===== config.mk =====
export PLATFORM = sky130hd
export DESIGN_NAME = oversample_filter
export DESIGN_NICKNAME = d
export VERILOG_FILES = /design/src/rtl/oversample_filter.sv
export SDC_FILE = /design/constraint.sdc
export NUM_CORES = 1
export LEC_CHECK = 0
export CAP_MARGIN = 25
export CELL_PAD_IN_SITES_DETAIL_PLACEMENT = 0
export CELL_PAD_IN_SITES_GLOBAL_PLACEMENT = 2
export CORE_ASPECT_RATIO = 0.9
export CORE_MARGIN = 1
export CORE_UTILIZATION = 33
export DETAILED_ROUTE_END_ITERATION = 7
export PLACE_DENSITY = 0.75
export SYNTH_ARGS = -nofsm -noshare
export SYNTH_HDL_FRONTEND = slang
export SYNTH_SLANG_ARGS = --single-unit

===== constraint.sdc =====
create_clock -name clk_in -period 4.05 [get_ports clk_in]
set_input_delay 1.215 -clock clk_in [delete_from_list [all_inputs] [get_ports clk_in]]
set_output_delay 1.215 -clock clk_in [all_outputs]
set_load 0.01 [all_outputs]

===== src/rtl/oversample_filter.sv =====
// oversample_filter: averages 2^os consecutive signed ADC samples. Each completed frame
// produces one offset-binary result and a one-cycle valid strobe. The result feeds the
// PID core input port.
//
// Ports
//   clk_in          system clock
//   reset_n_in      asynchronous active-low reset
//   data_in         signed ADC sample (W_IN bits)
//   data_valid_in   one-cycle strobe per sample
//   os_in           log2 oversample ratio to stage (0 = pass-through)
//   clear_in        synchronous frame abort (zeroes accumulator and counter)
//   update_en_in    qualifies update_in
//   update_in       latches os_in into the pending ratio register
//   data_out        averaged sample, unsigned offset binary; held between frames
//   data_valid_out  one-cycle strobe: data_out is new
//   os_active_out   ratio in force for the current frame
module oversample_filter #(
  parameter int unsigned W_IN  = 18,
  parameter int unsigned W_OUT = 18,
  parameter int unsigned W_OS  = 4
) (
  input  logic             clk_in,
  input  logic             reset_n_in,
  input  logic [W_IN-1:0]  data_in,
  input  logic             data_valid_in,
  input  logic [W_OS-1:0]  os_in,
  input  logic             clear_in,
  input  logic             update_en_in,
  input  logic             update_in,
  output logic [W_OUT-1:0] data_out,
  output logic             data_valid_out,
  output logic [W_OS-1:0]  os_active_out
);

  // The accumulator holds up to 2^(2^W_OS-1) samples without overflow.
  localparam int unsigned W_ACC = W_IN + 2**W_OS - 1;
  // The counter must represent the terminal count 2^(2^W_OS-1).
  localparam int unsigned W_CNT = 2**W_OS;

  typedef enum logic [0:0] {StAccum, StSend} state_t;

  state_t                   state_q;
  logic [W_OS-1:0]          pending_os_q;
  logic signed [W_ACC-1:0]  acc_q;
  logic [W_CNT-1:0]         cnt_q;

  logic                     accept;
  logic signed [W_ACC-1:0]  sample_ext;
  logic signed [W_ACC-1:0]  sum;
  logic signed [W_IN-1:0]   avg;
  logic [W_OUT-1:0]         avg_word;
  logic [W_OUT-1:0]         out_word;
  logic [W_CNT-1:0]         cnt_next;
  logic [W_CNT-1:0]         ratio;
  logic                     last_sample;
  logic                     load_os;

  assign accept     = data_valid_in & ~clear_in;
  assign sample_ext = {{(W_ACC-W_IN){data_in[W_IN-1]}}, data_in};
  assign sum        = acc_q + sample_ext;
  // Arithmetic shift floors toward -inf. The average always fits back into W_IN bits.
  assign avg        = W_IN'(sum >>> os_active_out);
  assign avg_word   = avg[W_IN-1 -: W_OUT];
  assign out_word   = {~avg_word[W_OUT-1], avg_word[W_OUT-2:0]};
  assign cnt_next   = cnt_q + W_CNT'(1);
  assign ratio      = W_CNT'(1) << os_active_out;
  // Use >= rather than ==. A sample carried in from StSend can leave the counter at 1
  // when the new ratio is 1. That frame must still end on its next sample.
  assign last_sample = (cnt_next >= ratio);
  // Reload only between frames. A sample accepted in StSend opens a frame that takes
  // the fresh ratio.
  assign load_os    = (cnt_q == '0) && ((state_q == StSend) || !accept);

  always_ff @(posedge clk_in or negedge reset_n_in) begin
    if (!reset_n_in) begin
      state_q        <= StAccum;
      pending_os_q   <= '0;
      os_active_out  <= '0;
      acc_q          <= '0;
      cnt_q          <= '0;
      data_out       <= '0;
      data_valid_out <= 1'b0;
    end else begin
      data_valid_out <= 1'b0;
      if (update_in && update_en_in) begin
        pending_os_q <= os_in;
      end
      if (load_os) begin
        os_active_out <= pending_os_q;
      end
      if (clear_in) begin
        acc_q   <= '0;
        cnt_q   <= '0;
        state_q <= StAccum;
      end else begin
        unique case (state_q)
          StAccum: begin
            if (data_valid_in) begin
              if (last_sample) begin
                data_out       <= out_word;
                data_valid_out <= 1'b1;
                acc_q          <= '0;
                cnt_q          <= '0;
                state_q        <= StSend;
              end else begin
                acc_q <= sum;
                cnt_q <= cnt_next;
              end
            end
          end
          StSend: begin
            state_q <= StAccum;
            // No drop: this sample becomes sample 1 of the next frame.
            if (data_valid_in) begin
              acc_q <= sample_ext;
              cnt_q <= W_CNT'(1);
            end
          end
          default: state_q <= StAccum;
        endcase
      end
    end
  end

endmodule


# Word level (Yosys, flattened, before mapping)

Index checks and enable logic that the tools add are counted.

Register bits after elaboration: 77
Logic and storage cells: 41

$add $sub $neg: 2
Magnitude comparators: 1
Equal/unequal tests: 2
Shift operators: 2
Multiplexer cells: 16
Bitwise operators: 4
Reduce and logical (&&, ||, !) cells: 7

Operators with widths:

| cell                    | number |
|---|---|
| $mux W33                | 4 |
| $pmux W33 S2            | 1 |
| $mux W16                | 4 |
| $add A33 B18 Y33        | 1 |
| $sshr A33 B4 Y18        | 1 |
| $pmux W16 S2            | 1 |
| $add A16 B1 Y16 const B | 1 |
| $ge A16 B16 Y1          | 1 |
| $logic_not A16 Y1       | 1 |
| $shl A1 B4 Y16 const A  | 1 |
| $ne A3 B3 Y1 const B    | 2 |
| $mux W1                 | 5 |
| $reduce_and A4 Y1       | 1 |
| $not A1 Y1              | 3 |
| $logic_and A1 B1 Y1     | 2 |
| $pmux W1 S2             | 1 |
| $reduce_and A2 Y1       | 1 |
| $and A1 B1 Y1           | 1 |
| $logic_not A1 Y1        | 1 |
| $logic_or A1 B1 Y1      | 1 |

# Depth between registers and ports, before layout

Gate-level depths: netlist of run 1.

Word-level depth: 6
Gate-level depth with buffers: 19
Gate-level depth less buffers: 17

# Worst setup path after synthesis of run 1

OpenSTA, ideal clock, no wires.

Kind: reg2reg
Start: register os_active_out[0]
End: register data_out[17]
Setup time: 0.120 ns
Arrival: 3.952 ns
Setup slack: -0.022 ns
Cell stages (with the launch flop): 19
Buffers on the path: 6
Cell sequence: dfrtp_1 -> clkbuf_1 -> clkbuf_1 -> buf_1 -> clkbuf_1 -> clkbuf_1 -> nor2_1 -> nand2_1 -> ha_1 -> a21oi_1 -> nor2b_1 -> a2111oi_0 -> o21ai_0 -> a211o_1 -> nand2_1 -> clkbuf_1 -> nor2_1 -> a32o_1 -> a31o_1

Word-level cells in the longest chain between the ends: 3

Ends and longest elaborated chain:

| element                            | RTL line | text |
|---|---|---|
| start: declaration                 | 32       | `output logic [W_OS-1:0] os_active_out` |
| start signal: assignment           | 89       | `os_active_out <= pending_os_q;` |
| $shl A1 B4 Y16                     | 66       | `assign ratio = W_CNT'(1) << os_active_out;` |
| $ge A16 B16 Y1                     | 69       | `assign last_sample = (cnt_next >= ratio);` |
| $reduce_and A4 Y1 (no source line) | -        |  |
| end signal: assignment             | 100      | `data_out <= out_word;` |
| end: declaration                   | 30       | `output logic [W_OUT-1:0] data_out,` |

Several ways; a longest one is shown, not always the timed one.
A chain may end at the register's enable or synchronous reset.

# Final worst setup path of run 1

Start: input port data_in[0]
End: register data_out[15]

Word-level cells in the longest chain between the ends: 2

Ends and longest elaborated chain:

| element            | RTL line | text |
|---|---|---|
| start: declaration | 24       | `input logic [W_IN-1:0] data_in,` |
| $add A33 B18 Y33   | 60       | `assign sum = acc_q + sample_ext;` |
| $sshr A33 B4 Y18   | 62       | `assign avg = W_IN'(sum >>> os_active_out);` |

No other way between the ends.

==> impl_metrics.sql, run 1 <==
INSERT INTO impl_metrics (metric_group, metric, value, unit) VALUES
('status', 'status', 'completed', ''),
('timing', 'number_of_hold_violations_in_the_final_report', '0', ''),
('final_layout', 'final_common_cell', 'sky130_fd_sc_hd__buf_4', ''),
('routing', 'drt_drc_violations_left', '0', ''),
('timing', 'setup_viol', '0', ''),
('clock_network', 'number_of_buffers_created_by_cts', '9', ''),
('final_layout', 'fin_area', '11000', 'µm²'),
('clock_network', 'clkSlewWorstSetupHoldPaths', '0.06', 'ns'),
('timing', 'clock.fmax', '0.254', 'GHz'),
('global_route', 'grt_max_degree', '53', ''),
('setup_path', 'flop2flop_setup_slack', '0.28', 'ns'),
('logic_synthesis', 'synth_area_per_cell', '7.89', 'µm²'),
('logic_synthesis', 'postSynthCellCount', '955', ''),
('place', 'io_buffer_count', '50', ''),
('logic_synthesis', 'synth.ff_latch_count', '76', ''),
('floorplan', 'pin_count', '51', ''),
('global_route', 'grt_use_total', '0.246', ''),
('power', 'totalPowerFinal', '9.97', 'mW'),
('setup_path', 'worst-setup-path-type', 'in2reg', ''),
('place', 'postPlaceCellArea', '9800', 'µm²'),
('timing', 'min_period_over_period', '0.972', ''),
('clock_network', 'htree_levels', '3', ''),
('clock_network', 'tritoncts', 'yes', ''),
('final_layout', 'area_used_by_multi_input_combinational_logic', '6060', 'µm²'),
('place', 'place_congestion', '0.870', ''),
('timing', 'max_slew.worst_pin.slew', '0.734', 'ns'),
('power', 'leakagePower', '4.86', 'nW'),
('logic_synthesis', 'synthArstFlopShare', '1.00', ''),
('setup_path', 'arrival', '4.16', 'ns'),
('global_route', 'via_count_of_the_first_global_routing_pass', '8133', ''),
('logic_synthesis', 'ys.warnings.count', '0', ''),
('worst_hold_path', 'hold-path-endpoint', 'data_out[0]', ''),
('setup_path', 'r2r_cells', '18', ''),
('place', 'dp.final_hpwl', '21.9', 'mm'),
('worst_hold_path', 'hp-class', 'reg2reg', ''),
('floorplan', 'fp.dieArea', '23500', 'µm²'),
('global_route', 'grt_pass1_wl', '45.1', 'mm'),
('setup_path', 'worst_r2r_endpoint', 'data_out[11]', ''),
('logic_synthesis', 'ys_seq_area_frac', '0.252', ''),
('timing', 'largest_clock_skew_in_the_final_design', '0.0118', 'ns'),
('global_route', 'grt_antenna_before_repair', '0', ''),
('final_layout', 'post-route-util', '0.491', ''),
('floorplan', 'die_h', '145', 'µm'),
('logic_synthesis', 'synth_ff_type', 'sky130_fd_sc_hd__dfrtp_1', ''),
('floorplan', 'num_rows', '52', ''),
('routing', 'routed_wl', '28.5', 'mm'),
('setup_path', 'crit_path_start_kind', 'input pin', ''),
('clock_network', 'clock_root_buffer', 'sky130_fd_sc_hd__clkbuf_16', ''),
('logic_synthesis', 'synth_nets', '1034', ''),
('global_route', 'grt.overflow.total', '0', ''),
('final_layout', 'post_route_cells_drive_above_1_share', '0.329', ''),
('worst_hold_path', 'whs_path_depth', '1', ''),
('timing', 'post_route_hold_slack', '0.479', 'ns'),
('worst_hold_path', 'hold_path_startpoint', 'data_out[0]', ''),
('timing', 'timing_max_transition_violations_final', '0', ''),
('floorplan', 'initial_utilization', '0.336', ''),
('routing', 'detail_route.wl_per_cell', '19.2', 'µm'),
('final_layout', 'final_nets', '1267', ''),
('timing', 'timing.max_slew.rel_slack', '0.510', ''),
('clock_network', 'cts.sinks', '76', ''),
('clock_network', 'cts.hold.buffers_added', '0', ''),
('run', 'drv.max_cap_violation_count', '0', ''),
('logic_synthesis', 'synth_enable_flop_cells', '0', ''),
('logic_synthesis', 'post_synth_instance_area', '7540', 'µm²'),
('timing', 'period_minus_slack', '3.94', 'ns'),
('timing', 'setup_tns', '0', 'ns'),
('power', 'vdd_ir_drop_max', '0.000455', 'V'),
('clock_network', 'insertion_delay', '0.36', 'ns'),
('logic_synthesis', 'post_synth_num_cell_types', '74', ''),
('routing', 'vias', '8222', ''),
('final_layout', 'area_occupied_by_registers', '1900', 'µm²');
[critical path, cell delays in order]
cell and delay, ns:
sky130_fd_sc_hd__dlygate4sd2_1 0.27, sky130_fd_sc_hd__ha_4 0.18, sky130_fd_sc_hd__fa_2 0.36, sky130_fd_sc_hd__a211oi_2 0.28
sky130_fd_sc_hd__o211ai_2 0.13, sky130_fd_sc_hd__nand2_2 0.13, sky130_fd_sc_hd__buf_4 0.14, sky130_fd_sc_hd__a21oi_2 0.06
sky130_fd_sc_hd__or3_4 0.34, sky130_fd_sc_hd__and2_4 0.17, sky130_fd_sc_hd__mux4_2 0.53, sky130_fd_sc_hd__a211oi_4 0.28
sky130_fd_sc_hd__a211oi_1 0.07
[power breakdown]
part | total [mW] | internal, mW | switching, mW
clock | 0.882 | 0.501 | 0.381
combinational | 7.80 | 3.70 | 4.10
sequential | 1.29 | 1.02 | 0.267
[timing repair]
action / CTS / global route
cloned: 0 / 0
pin swaps: 23 / 33
resized for setup: 74 / 90
setup endpoints to repair: 34 / 46
setup buffers: 13 / 6
[cell usage after synthesis (8+ instances only)]
master,instances,area share
sky130_fd_sc_hd__nand2_1,122,0.061
sky130_fd_sc_hd__a21oi_1,85,0.056
sky130_fd_sc_hd__nor2_1,81,0.040
sky130_fd_sc_hd__dfrtp_1,76,0.25
sky130_fd_sc_hd__o21ai_0,74,0.049
sky130_fd_sc_hd__ha_1,50,0.083
sky130_fd_sc_hd__clkbuf_1,48,0.024
sky130_fd_sc_hd__nand3_1,33,0.022
sky130_fd_sc_hd__nor3_1,27,0.018
sky130_fd_sc_hd__a211oi_1,26,0.026
sky130_fd_sc_hd__mux2i_1,23,0.031
sky130_fd_sc_hd__xnor2_1,20,0.023
sky130_fd_sc_hd__inv_1,19,0.0095
sky130_fd_sc_hd__xor2_1,18,0.021
sky130_fd_sc_hd__and2_1,14,0.012
sky130_fd_sc_hd__mux2_2,14,0.021
sky130_fd_sc_hd__a32o_1,13,0.017
sky130_fd_sc_hd__and3_1,12,0.010
sky130_fd_sc_hd__nand4_1,10,0.0083
sky130_fd_sc_hd__nor4_1,10,0.0083
sky130_fd_sc_hd__o211ai_1,10,0.010
sky130_fd_sc_hd__a21o_1,9,0.0090
sky130_fd_sc_hd__a31oi_1,9,0.0075
sky130_fd_sc_hd__buf_2,9,0.0060
sky130_fd_sc_hd__mux4_2,9,0.027
sky130_fd_sc_hd__nand2b_1,8,0.0066
sky130_fd_sc_hd__o21a_1,8,0.0080
sky130_fd_sc_hd__o21bai_1,8,0.0080
sky130_fd_sc_hd__o31ai_1,8,0.0080
[routing by layer]
metal / track usage / wire length (µm)
met5: 0 / 0
met4: 0.0703 / 578
met3: 0.0308 / 986
met2: 0.408 / 13500
met1: 0.335 / 13500
[per-stage QoR]
| stage | setup slack, ns | instances |
|---|---|---|
| 2_1_floorplan | 0.0524 | 955 |
| 3_3_place_gp | -0.686 | 1455 |
| 3_5_place_dp | -0.675 | 1455 |
| 4_1_cts | -0.0362 | 1484 |
| 5_1_grt | -0.00600 | 1490 |
| 6_report | 0.113 | 1490 |
[final cells by class]
class,instances,share of cell area
Timing Repair Buffer,283,0.210
Clock buffer,10,0.0217
Multi-Input combinational cell,799,0.549
Inverter,19,0.00647
Clock inverter,6,0.00624
Tap cell,297,0.0337
Sequential cell,76,0.173
[worst max-delay path by stage]
stage	slack, ns	to	from	depth (start not counted)
global placement	-0.69	data_out[17]	data_in[17]	13
floorplan	0.05	data_out[17]	os_active_out[0]	17
finish	0.11	data_out[15]	data_in[0]	13
CTS	-0.04	data_out[15]	data_in[15]	13
global route	-0.006	acc_q[6]	cnt_q[0]	17
detailed placement	-0.67	data_out[15]	data_in[0]	12
[cell families after synthesis]
kind of cell | after synthesis | share of synthesized area
buf+inv | 80 | 0.0413
xor+xnor | 39 | 0.0473
simple gates | 345 | 0.213
mux | 46 | 0.0783
fa+ha+maj | 51 | 0.0856
compound gates | 318 | 0.282
flops | 76 | 0.252
[sequential cells by signal, indices dropped and copies added, names as in the netlist]
name            count
data_out           18
os_active_out       4
cnt_q              16
data_valid_out      1
acc_q              33
pending_os_q        4
(Power assumes the default switching activity.)
==> run 2: changes to the inputs <==
--- a/config.mk
+++ b/config.mk
@@ -13,2 +13,3 @@
 export CORE_UTILIZATION = 33
+export CTS_CLUSTER_DIAMETER = 80
 export DETAILED_ROUTE_END_ITERATION = 7
--- a/constraint.sdc
+++ b/constraint.sdc
@@ -3,2 +3,2 @@
 set_output_delay 1.215 -clock clk_in [all_outputs]
-set_load 0.01 [all_outputs]
+set_load 0.005 [all_outputs]
==> impl_metrics.sql, run 2 (synthesis gave the netlist of run 1 again) <==
INSERT INTO impl_metrics (metric_group, metric, value, unit) VALUES
('status', 'status', 'completed', ''),
('final_layout', 'post_route_cells_drive_above_1_share', '0.323', ''),
('floorplan', 'core-area', '22400', 'µm²'),
('timing', 'worst_slack', '0.0676', 'ns'),
('global_route', 'via_count_of_the_first_global_routing_pass', '7975', ''),
('clock_network', 'insertion_delay', '0.36', 'ns'),
('clock_network', 'cts.sinks', '76', ''),
('global_route', 'global_route.usage.met2', '0.404', ''),
('setup_path', 'crit_path_start_kind', 'input pin', ''),
('global_route', 'grt_max_degree', '61', ''),
('clock_network', 'clock_root_buffer', 'sky130_fd_sc_hd__clkbuf_16', ''),
('floorplan', 'fp.dieArea', '23500', 'µm²'),
('final_layout', 'layout.cells.most_common_list', 'sky130_fd_sc_hd__buf_4 (218), sky130_fd_sc_hd__nand2_1 (117), sky130_fd_sc_hd__nor2_1 (76), sky130_fd_sc_hd__dfrtp_1 (76), sky130_fd_sc_hd__a21oi_1 (67)', ''),
('power', 'power.density_cell_area', '904', 'nW/µm²'),
('final_layout', 'post-route-util', '0.488', ''),
('setup_path', 'worst_setup_path_end_kind', 'flop', ''),
('place', 'place_inst', '1449', ''),
('global_route', 'met1_track_usage_gr', '0.336', ''),
('worst_hold_path', 'hold_path_startpoint', 'data_out[0]', ''),
('setup_path', 'worst_r2r_endpoint', 'data_out[16]', ''),
('routing', 'drt_drc_violations_left', '0', ''),
('floorplan', 'die_h', '145', 'µm'),
('timing', 'timing_max_transition_violations_final', '0', ''),
('place', 'dp.final_hpwl', '21.4', 'mm'),
('timing', 'period_minus_slack', '3.98', 'ns'),
('timing', 'clock.fmax', '0.251', 'GHz'),
('final_layout', 'final_common_cell', 'sky130_fd_sc_hd__buf_4', ''),
('setup_path', 'arrival', '4.22', 'ns'),
('global_route', 'grt_use_total', '0.245', ''),
('setup_path', 'timing.rr.start', 'cnt_q[1]', ''),
('clock_network', 'htree_levels', '3', ''),
('final_layout', 'diodes', '0', ''),
('timing', 'max_slew.worst_pin.slew', '0.856', 'ns'),
('place', 'postPlaceCellArea', '9750', 'µm²'),
('timing', 'setup_tns', '0', 'ns'),
('timing', 'min_period_over_period', '0.983', ''),
('routing', 'count_of_nets_left_with_antenna_violations_after_detail_routing', '0', ''),
('setup_path', 'flop2flop_setup_slack', '0.26', 'ns'),
('setup_path', 'worst_ep_required_time', '4.29', 'ns'),
('worst_hold_path', 'hold-path-endpoint', 'data_out[0]', ''),
('clock_network', 'cts.hold.buffers_added', '0', ''),
('timing', 'number_of_hold_violations_in_the_final_report', '0', ''),
('final_layout', 'layout.filler_cells', '2239', ''),
('final_layout', 'area_occupied_by_registers', '1900', 'µm²'),
('worst_hold_path', 'hp-class', 'reg2reg', ''),
('clock_network', 'clockBufferDepth', '2', ''),
('run', 'drv.max_cap_violation_count', '0', ''),
('global_route', 'grt.overflow.total', '0', ''),
('final_layout', 'area_used_by_multi_input_combinational_logic', '6070', 'µm²'),
('floorplan', 'initial_utilization', '0.336', ''),
('worst_hold_path', 'whs_path_depth', '1', ''),
('final_layout', 'largest_register_ff_count', '33', ''),
('place', 'pre_cts_setup_slack', '-0.711', 'ns'),
('power', 'totalPowerFinal', '9.90', 'mW'),
('power', 'vdd_ir_drop_max', '0.000367', 'V'),
('final_layout', 'final_nets', '1257', ''),
('timing', 'timing.max_slew.rel_slack', '0.429', ''),
('floorplan', 'dieWidth', '161', 'µm'),
('final_layout', 'fin_area', '10900', 'µm²'),
('timing', 'post_route_hold_slack', '0.479', 'ns'),
('power', 'leakagePower', '4.82', 'nW'),
('routing', 'drt_pre_antenna_iters', '5', ''),
('final_layout', 'top_register', 'acc_q', ''),
('timing', 'setup_viol', '0', ''),
('clock_network', 'tritoncts', 'yes', ''),
('routing', 'drtIter0Drc', '499', ''),
('routing', 'vias', '8144', ''),
('routing', 'detail_route.wl_per_cell', '19.2', 'µm'),
('floorplan', 'pin_count', '51', ''),
('final_layout', 'post_layout_nonfiller_instances', '1480', ''),
('global_route', 'grt.met3_usage', '0.0285', ''),
('clock_network', 'clkSlewWorstSetupHoldPaths', '0.07', 'ns'),
('floorplan', 'num_rows', '52', ''),
('place', 'io_buffer_count', '50', ''),
('final_layout', 'largest_registers', 'acc_q x33, data_out x18, cnt_q x16', ''),
('setup_path', 'worst-setup-path-type', 'in2reg', ''),
('routing', 'vias_per_cell', '5.50', ''),
('setup_path', 'r2r_cells', '17', ''),
('global_route', 'grt_pass1_wl', '45.0', 'mm'),
('clock_network', 'number_of_buffers_created_by_cts', '9', ''),
('final_layout', 'layout_area_growth_over_synthesis', '45.2', '%'),
('setup_path', 'maximum_fanout_along_the_worst_path', '5', ''),
('place', 'place_congestion', '0.885', ''),
('routing', 'routed_wl', '28.5', 'mm'),
('global_route', 'grt_antenna_before_repair', '0', ''),
('global_route', 'grt-busiest-layer', 'met2', ''),
('timing', 'largest_clock_skew_in_the_final_design', '0.0105', 'ns');
-- run 2: cell types whose count changed in the layout (fill, tap and decap cells not counted), moves of 3 or more --
cell	delta
sky130_fd_sc_hd__a21oi_2	+4
sky130_fd_sc_hd__buf_6	-4
sky130_fd_sc_hd__buf_4	-6
sky130_fd_sc_hd__a21oi_4	-3
sky130_fd_sc_hd__nor3_2	-3
-- run 2: routing by layer --
layer  wire (µm)  part of all wire  vias up
met2       13500              0.47      133
li1            -                 -     4020
met4         598             0.021        0
met5           0                 0        -
met3         781             0.027       38
met1       13700              0.48     3953
-- run 2: power by group --
| part | total (mW) | switching [mW] | internal (mW) | leakage (nW) |
|---|---|---|---|---|
| registers | 1.26 | 0.238 | 1.02 | 0.994 |
| logic | 7.76 | 4.11 | 3.65 | 3.69 |
| clock network | 0.884 | 0.384 | 0.500 | 0.142 |
-- run 2: how the worst max path moves through the flow --
stage / cells after the start / from / end
4_1_cts: 13 / data_in[15] / data_out[17]
3_5_place_dp: 13 / data_in[0] / data_out[15]
5_1_grt: 14 / data_in[2] / data_out[10]
3_3_place_gp: 13 / data_in[0] / data_out[15]
2_1_floorplan: 18 / os_active_out[0] / data_out[17]
6_report: 13 / data_in[8] / data_out[12]
-- run 2: area by class of cell --
cell class | count | area share
Timing Repair Buffer | 273 | 0.203
Clock inverter | 6 | 0.00640
Sequential cell | 76 | 0.174
Multi-Input combinational cell | 799 | 0.554
Clock buffer | 10 | 0.0218
Inverter | 19 | 0.00652
Tap cell | 297 | 0.0339
-- run 2: what timing repair did --
action	CTS	global route
setup buffers	6	9
pin swaps	26	30
gates resized for setup	89	72
gates cloned	0	0
endpoints found under the hold margin	0	0
setup endpoints to repair	18	37
-- run 2: critical path: stages --
cell and delay [ns]:
sky130_fd_sc_hd__clkdlybuf4s50_1 0.53, sky130_fd_sc_hd__ha_4 0.24, sky130_fd_sc_hd__buf_4 0.14, sky130_fd_sc_hd__nand2_1 0.06, sky130_fd_sc_hd__o21ai_2 0.07, sky130_fd_sc_hd__a32oi_2 0.40
sky130_fd_sc_hd__a311oi_4 0.18, sky130_fd_sc_hd__or3_4 0.43, sky130_fd_sc_hd__a311oi_1 0.27, sky130_fd_sc_hd__buf_4 0.17, sky130_fd_sc_hd__a2111oi_4 0.05, sky130_fd_sc_hd__a211o_1 0.28
sky130_fd_sc_hd__a22o_1 0.17
